## config.mk

```make
export PLATFORM = sky130hd
export DESIGN_NAME = multi_room_light_ctrl
export DESIGN_NICKNAME = d
export VERILOG_FILES = /design/src/rtl/multi_room_light_ctrl.sv
export SDC_FILE = /design/constraint.sdc
export NUM_CORES = 1
export LEC_CHECK = 0
export CAP_MARGIN = 20
export CORE_ASPECT_RATIO = 0.7
export CORE_MARGIN = 2
export CORE_UTILIZATION = 53
export DETAILED_ROUTE_END_ITERATION = 7
export MAX_ROUTING_LAYER = met4
export PLACE_DENSITY = 0.78
export SLEW_MARGIN = 10
export SYNTH_ARGS = -nofsm -noshare
export SYNTH_HDL_FRONTEND = slang
export SYNTH_SLANG_ARGS = --single-unit
```

## constraint.sdc

```tcl
create_clock -name clk -period 2.3 [get_ports clk]
set_input_delay 0.23 -clock clk [delete_from_list [all_inputs] [get_ports clk]]
set_output_delay 0.23 -clock clk [all_outputs]
set_load 0.02 [all_outputs]
```

## src/rtl/multi_room_light_ctrl.sv

```systemverilog
// Per-room lighting controller: occupancy-driven auto lighting with hold timer,
// wall-switch manual override, shared hysteretic darkness flag and global off.
module multi_room_light_ctrl #(
  parameter int unsigned ROOMS    = 4,
  parameter int unsigned LUX_W    = 8,
  parameter int unsigned HOLD_CYC = 16,
  parameter int unsigned LUX_ON   = 16,
  parameter int unsigned LUX_OFF  = 32
) (
  input  logic                         clk,
  input  logic                         reset,
  input  logic [LUX_W-1:0]             lux,
  input  logic [ROOMS-1:0]             r_motion_sen,
  input  logic [ROOMS-1:0]             r_ir_sen,
  input  logic [ROOMS-1:0]             manual,
  input  logic                         all_off,
  output logic [ROOMS-1:0]             l_out,
  output logic [$clog2(ROOMS+1)-1:0]   on_count,
  output logic                         dark
);

  localparam int unsigned TW = $clog2(HOLD_CYC);
  localparam int unsigned CW = $clog2(ROOMS + 1);
  localparam logic [TW-1:0]    TimerMax = TW'(HOLD_CYC - 1);
  localparam logic [LUX_W:0]   LuxOnTh  = (LUX_W + 1)'(LUX_ON);
  localparam logic [LUX_W:0]   LuxOffTh = (LUX_W + 1)'(LUX_OFF);

  typedef enum logic [1:0] {
    StOff    = 2'b00,
    StAuto   = 2'b01,
    StManOn  = 2'b10,
    StManOff = 2'b11
  } room_st_e;

  room_st_e         state_q [ROOMS];
  logic [TW-1:0]    timer_q [ROOMS];
  logic [ROOMS-1:0] manual_q;
  logic             dark_q;

  logic [ROOMS-1:0] occ;
  logic [ROOMS-1:0] tgl;
  logic             lux_lo;
  logic             lux_hi;

  assign occ    = r_ir_sen & r_motion_sen;
  assign tgl    = manual & ~manual_q;
  assign lux_lo = ({1'b0, lux} < LuxOnTh);
  assign lux_hi = ({1'b0, lux} >= LuxOffTh);

  always_ff @(posedge clk) begin
    if (!reset) begin
      dark_q   <= 1'b0;
      manual_q <= '0;
      for (int i = 0; i < ROOMS; i++) begin
        state_q[i] <= StOff;
        timer_q[i] <= '0;
      end
    end else begin
      manual_q <= manual;
      if (lux_lo) begin
        dark_q <= 1'b1;
      end else if (lux_hi) begin
        dark_q <= 1'b0;
      end
      for (int i = 0; i < ROOMS; i++) begin
        if (all_off) begin
          state_q[i] <= StOff;
          timer_q[i] <= '0;
        end else begin
          case (state_q[i])
            StOff: begin
              // Old dark_q is used, so a lamp never reacts to the flag it is being set on.
              if (tgl[i]) begin
                state_q[i] <= StManOn;
              end else if (occ[i] && dark_q) begin
                state_q[i] <= StAuto;
                timer_q[i] <= TimerMax;
              end
            end
            StAuto: begin
              if (tgl[i]) begin
                state_q[i] <= StManOff;
                timer_q[i] <= TimerMax;
              end else if (occ[i]) begin
                timer_q[i] <= TimerMax;
              end else if (timer_q[i] == '0) begin
                state_q[i] <= StOff;
              end else begin
                timer_q[i] <= timer_q[i] - 1'b1;
              end
            end
            StManOn: begin
              if (tgl[i]) begin
                state_q[i] <= StManOff;
                timer_q[i] <= TimerMax;
              end
            end
            StManOff: begin
              // Vacancy for the full hold time hands the room back to automatic mode.
              if (tgl[i]) begin
                state_q[i] <= StManOn;
              end else if (occ[i]) begin
                timer_q[i] <= TimerMax;
              end else if (timer_q[i] == '0) begin
                state_q[i] <= StOff;
              end else begin
                timer_q[i] <= timer_q[i] - 1'b1;
              end
            end
            default: begin
              state_q[i] <= StOff;
              timer_q[i] <= '0;
            end
          endcase
        end
      end
    end
  end

  always_comb begin
    l_out    = '0;
    on_count = '0;
    for (int i = 0; i < ROOMS; i++) begin
      l_out[i] = (state_q[i] == StAuto) || (state_q[i] == StManOn);
      on_count = on_count + CW'(l_out[i]);
    end
  end

  assign dark = dark_q;

endmodule

```

==> metrics.md, run 1 <==
| Metric | Value |
|---|---|
| Crit path capture type | output pin |
| Skew final | 0.00496 ns |
| Reg-to-reg slack, setup | 0.24 ns |
| CTS Buf Count | 5 |
| HPWL Detailed | 3150 um |
| Most frequent cells in the layout | 26 x buf_4, 24 x edfxtp_1, 23 x clkdlybuf4s50_1 |
| Area of the die | 4170 um^2 |
| Hold path depth | 2 |
| Setup violators final | 0 |
| Number of global-route vias before repair | 1,557 |
| Status | finished clean |
| Pwr per Cell Area | 602 nW/um^2 |
| Root Buffer | clkbuf_8 |
| Post-synth top area share | 37.1% |
| Initial antenna violation count | 0 |
| Worst slew pin tran | 0.324 ns |
| Simple-Gate Fraction of Synth Area | 19.1% |
| Final Max Tran Viols | 0 |
| Hold path startpoint | lux[4] |
| Endpoint of the worst register-to-register path | timer_q[0][1]$_SDFFCE_PN0P_ |
| Worst hold endpoint | dark$_SDFFE_PN0P_ |
| Synthesized instance count | 198 |
| Global-route wire length before repair | 6910 um |
| Worst Hold Class | input port to register |
| Worst path max stage delay | 0.45 ns |
| Die width | 76.3 um |
| Commonest non-fill, non-tap cell in the layout | buf_4 |
| Routability cong. | 0.828 |
| Post-synth cell types | 35 |
| Starting Density | 55.2% |
| Num ports | 31 |
| Final ANT Viol Nets | 0 |
| Final net count | 300 |
| Fin cells | 305 |
| Worst path required time | 2.07 ns |
| Overall power | 1.54 mW |
| Leak | 1.02 nW |
| Drt first pass iters | 4 |
| Share of layout cells above drive strength 1 | 18.4% |
| Worst r2r src | state_q[0][0]$_SDFFCE_PP0P_ |
| Avg Cell Area, Syn | 9.80 um^2 |
| Placed instance count | 289 |
| Ys flop type | edfxtp_1 |
| Mux contribution to synthesized area | 0% |
| Pin count of the biggest net entering global routing | 19 |
| DRT iter0 DRCs | 86 |
| CP Max Fanout | 2 |
| CTS tree | yes |
| Synth Net Count | 244 |
| Core box area | 3510 um^2 |
| Die Y-Extent | 54.6 um |
| PortBufs | 26 |
| Top post-synthesis cells by area | edfxtp_1 37%, ha_1 14%, dfxtp_1 5.2% |
| DRC viols | 0 |
| Worst setup SP type | register |
| Crit path arrival time | 2.04 ns |
| Post-synth EDFFs | 24 |
| RSZ-0062 raised after global routing | yes |
| Crit-path cells | inv_1 > ha_1 > fa_1 > ha_2 > ha_4 > buf_6 |
| Setup_tns | 0 ns |
| Main combinational cell family by area after synthesis | simple AND/OR/NAND/NOR gates |
| Slowest CP cell | fa_1 |
| Critical path origin | state_q[3][1]$_SDFFCE_PP0P_ |
| Routed via count | 1,640 |
| Max VDD drop | 0.000485 V |
| Fin util | 72.7% |
| Max Cap Viol | 0 |
| FMAX | 0.440 GHz |
| WHS | 0.516 ns |
| Seq/Total Area, Yosys | 42.3% |
| Final hold violation count | 0 |
| Post-synthesis cell area | 1940 um^2 |
| Drt wl/cell | 14.2 um |
| Register bit total from synthesis | 29 |
| Final Critical Period | 2.27 ns |
| CTS Hold Buffers Added | 0 |
| Fin crit share | 98.8% |
| Area leader, netlist | edfxtp_1 |
| H-tree levels | 2 |
| Clk slew on worst S/H paths | 0.07 ns |
| Via-per-instance ratio | 5.38 |
| Area growth syn-to-layout | 31.6% |
| Critical path class | register to output pin |
| Clk Latency, worst-skew pair | 0.28 ns |
| R2R cell count | 8 |
| Cell Rows | 18 |
| Post-synth ARST share | 0% |
| Synth Area in Adders | 15.2% |
| GRT overflow | 0 |
| CTS Buffer Depth | 2 |
| Post-Synth XOR/XNOR Area | 3.61% |
| Total GRT Usage | 22.5% |
| Total detailed-routing wirelength | 4340 um |
| Post-synthesis compound-gate area fraction | 14.6% |
| Rel. slew slack | 78.3% |
| Antenna diode count | 0 |
| CTS Sinks | 29 |
| Yosys warnings | 0 |
repair_timing:
| item | in CTS | in global routing |
|---|---|---|
| setup buffers | 4 | 4 |
| gates cloned | 0 | 0 |
| resized for setup | 17 | 5 |
| pin swaps | 0 | 2 |
| setup endpoints to repair | 3 | 2 |
Yosys cell counts (all sizes together) (5+ instances only):
cell,count
edfxtp,24
ha,22
o21ai,22
inv,20
nor2,18
nand2,14
nand3,8
xnor2,8
nor3,7
a21oi,5
and2,5
dfxtp,5
flip-flops by register name, summed over array words and instances (netlist names):
signal / flops
state_q: 8
manual_q: 4
timer_q: 16
dark: 1
layer usage:
metal  part of all wire (%)  GRT usage, %  vias to the layer above
met5                      0             -                        -
met4                    1.2          9.39                        0
met3                    5.9          5.61                        6
met2                     48          38.5                       42
met1                     45          26.4                      764
li1                       -             -                      828
worst max-delay path, delay by kind of cell (launching register included):
| family | cells | cell delay [ns] |
|---|---|---|
| DFF | 1 | 0.38 |
| adders and majority gates | 4 | 1.17 |
| buffers and inverters | 2 | 0.20 |
kinds of logic after synthesis:
family / after synthesis
AND/OR/NAND/NOR: 70
AO/OA/AOI/OAI: 45
flip-flops: 29
buffers and inverters: 23
adder cells (fa/ha/maj): 23
XOR/XNOR: 8
where the power goes:
part           leakage, nW  total, mW  internal (mW)  switching [mW]
combinational        0.659      0.454          0.226           0.227
clock               0.0455      0.445          0.244           0.201
sequential           0.311      0.639          0.612          0.0268
total                 1.02       1.54           1.08           0.456
stage by stage:
stage	cell area [um^2]	setup slack [ns]
floorplan	1940	0.210
global placement	2370	-0.187
detailed placement	2370	-0.233
CTS	2510	-0.0321
global route	2550	-0.0377
finish	2550	0.0273
worst max-delay path by stage:
stage | end | slack [ns]
after floorplan | on_count[1] | 0.21
after global placement | on_count[1] | -0.19
after detailed placement | on_count[1] | -0.23
after CTS | on_count[1] | -0.03
after global routing | on_count[1] | -0.04
final | on_count[1] | 0.03
layout make-up:
| type | count | area [um^2] |
|---|---|---|
| clock buffer | 8 | 90.1 |
| sequential | 29 | 821 |
| multi-input combinational | 146 | 1060 |
| inverter | 20 | 75.1 |
| timing repair buffer | 52 | 447 |
| tap | 50 | 62.6 |
| fill | 277 | 960 |
Note: power is estimated with default switching activity, not from simulation.
==> run 2: changes to the inputs <==
Settings changed: HOLD_SLACK_MARGIN set to 0.1.
==> results of run 2 <==
No change in the layout: final DEF, timing and power equal those of run 1.
==> run 3: changes to the inputs <==
Settings changed: CORE_UTILIZATION 53 to 46, PLACE_DENSITY 0.78 to 0.69.
==> metrics.md, run 3 (synthesis results as in run 1) <==
| Metric | Value |
|---|---|
| Status | finished clean |
| Number of global-route vias before repair | 1,533 |
| NetSw | 0.428 mW |
| Root Buffer | clkbuf_8 |
| Die width | 81.6 um |
| Critical path class | register to output pin |
| RSZ-0062 raised after global routing | yes |
| Fin cells | 301 |
| Fin crit share | 99.5% |
| Max Cap Viol | 0 |
| Global-route wire length before repair | 6600 um |
| Clock Power Share | 26.0% |
| Total detailed-routing wirelength | 4000 um |
| Switch share | 28.9% |
| Crit path capture type | output pin |
| Rel. slew slack | 77.1% |
| Clk Latency, worst-skew pair | 0.27 ns |
| Die Y-Extent | 58.3 um |
| Area of the die | 4760 um^2 |
| Routability cong. | 0.835 |
| Pwr per Cell Area | 584 nW/um^2 |
| Final net count | 294 |
| Crit path arrival time | 2.06 ns |
| Hold path depth | 2 |
| CTS tree | yes |
| Final Max Tran Viols | 0 |
| Overall power | 1.48 mW |
| DRT iter0 DRCs | 90 |
| DRC viols | 0 |
| Worst hold endpoint | dark$_SDFFE_PN0P_ |
| HPWL Detailed | 3180 um |
| Most flop-heavy register | timer_q |
| Worst r2r src | state_q[3][1]$_SDFFCE_PP0P_ |
| Cell Rows | 19 |
| GRT overflow | 0 |
| PortBufs | 26 |
| Most frequent cells in the layout | 24 x edfxtp_1, 23 x clkdlybuf4s50_1, 20 x buf_4 |
| Worst slew pin tran | 0.342 ns |
| Leak | 0.982 nW |
| Worst setup SP type | register |
| Max reg flops | 16 |
| Final ANT Viol Nets | 0 |
| Final Critical Period | 2.29 ns |
| Power Internal | 1.05 mW |
| Pre-CTS setup slack | -0.248 ns |
| Fin util | 63.3% |
| Total GRT Usage | 19.0% |
| Routed via count | 1,585 |
| Biggest regs | timer_q (16), state_q (8), manual_q (4) |
| Via-per-instance ratio | 5.27 |
| Fin worst setup slack | 0.0108 ns |
| Reg-to-reg slack, setup | 0.45 ns |
| Endpoint of the worst register-to-register path | timer_q[3][3]$_DFFE_PP_ |
| Share of layout cells above drive strength 1 | 15.7% |
| Setup violators final | 0 |
| Placed instance count | 293 |
| Commonest non-fill, non-tap cell in the layout | edfxtp_1 |
| Core box area | 3990 um^2 |
| CP Max Fanout | 2 |
| CTS Buf Count | 5 |
| Area growth syn-to-layout | 30.3% |
| Initial antenna violation count | 0 |
| H-tree levels | 2 |
| Drt first pass iters | 4 |
| Worst Hold Class | input port to register |
| R2R cell count | 7 |
| CTS Buffer Depth | 2 |
| Final hold violation count | 0 |
| Starting Density | 48.6% |
| Drt wl/cell | 13.3 um |
| FMAX | 0.437 GHz |
| Max VDD drop | 0.000500 V |
| Hold path startpoint | lux[4] |
| Clk slew on worst S/H paths | 0.06 ns |
| Antenna diode count | 0 |
| Worst path required time | 2.07 ns |
| Logic gate share of total power | 30.9% |
| Num ports | 31 |
| Sequential share of power | 43.1% |
| Post-CTS Setup Repair Bufs | 0 |
| Skew final | 0.00444 ns |
| CTS Sinks | 29 |
| Pin count of the biggest net entering global routing | 19 |
| Setup_tns | 0 ns |
run 3: cell types whose count changed in the layout (fill, tap and decap cells not counted):
| cell | before | now |
|---|---|---|
| inv_2 | 4 | 2 |
| buf_4 | 26 | 20 |
| buf_2 | 2 | 1 |
| inv_1 | 16 | 18 |
| clkinv_1 | 0 | 1 |
| buf_12 | 0 | 1 |
| clkbuf_8 | 6 | 5 |
| ha_1 | 18 | 17 |
| ha_4 | 3 | 4 |
run 3: repair_timing:
item	4_1_cts	5_1_grt
gates cloned	0	0
pin swaps	1	0
hold buffers	0	0
resized for setup	21	1
endpoints found under the setup margin	3	2
run 3: worst max path at each step:
| stage | start | end | slack, ns |
|---|---|---|---|
| after floorplan | state_q[0][0]$_SDFFCE_PP0P_ | on_count[1] | 0.21 |
| after global placement | state_q[0][0]$_SDFFCE_PP0P_ | on_count[1] | -0.21 |
| after detailed placement | state_q[0][1]$_SDFFCE_PP0P_ | on_count[1] | -0.25 |
| after CTS | state_q[1][0]$_SDFFCE_PP0P_ | on_count[1] | 0.002 |
| after global routing | state_q[1][0]$_SDFFCE_PP0P_ | on_count[1] | -0.05 |
| final | state_q[0][0]$_SDFFCE_PP0P_ | on_count[1] | 0.01 |
run 3: metal layers:
layer | wire (um) | vias to the layer above | track usage [%]
met3 | 146 | 7 | 4.14
li1 | - | 813 | -
met4 | 38 | 0 | 5.00
met2 | 1830 | 32 | 30.7
met1 | 1990 | 733 | 24.6
met5 | 0 | - | -
run 3: layout make-up:
cell class                      instances  area (um^2)
Inverter                               20         75.1
Timing Repair Buffer                   46          417
Fill cell                             331         1470
Clock inverter                          1         3.75
Multi-Input combinational cell        146         1070
Sequential cell                        29          821
Tap cell                               52         65.1
Clock buffer                            7         76.3
run 3: critical path: stages (launching register included):
cell and delay (ns):
edfxtp_1 0.39, inv_1 0.13, ha_4 0.23, fa_1 0.47, ha_2 0.20, ha_4 0.27
buf_6 0.11
run 3: through the flow:
stage	hold slack (ns)	area, um^2
after global routing	0.547	2530
final	0.547	2530
after detailed placement	0.573	2400
after CTS	0.542	2530
after global placement	0.563	2400
after floorplan	0.321	1940
run 3: power by group through the flow:
| stage | registers [mW] | clock network, mW | logic [mW] |
|---|---|---|---|
| 4_1_cts | 0.637 | 0.399 | 0.455 |
| 3_3_place_gp | 0.645 | 0 | 0.426 |
| 5_1_grt | 0.641 | 0.422 | 0.503 |
| 3_5_place_dp | 0.647 | 0 | 0.432 |
| 6_report | 0.637 | 0.384 | 0.457 |
| 2_1_floorplan | 0.644 | 0 | 0.250 |
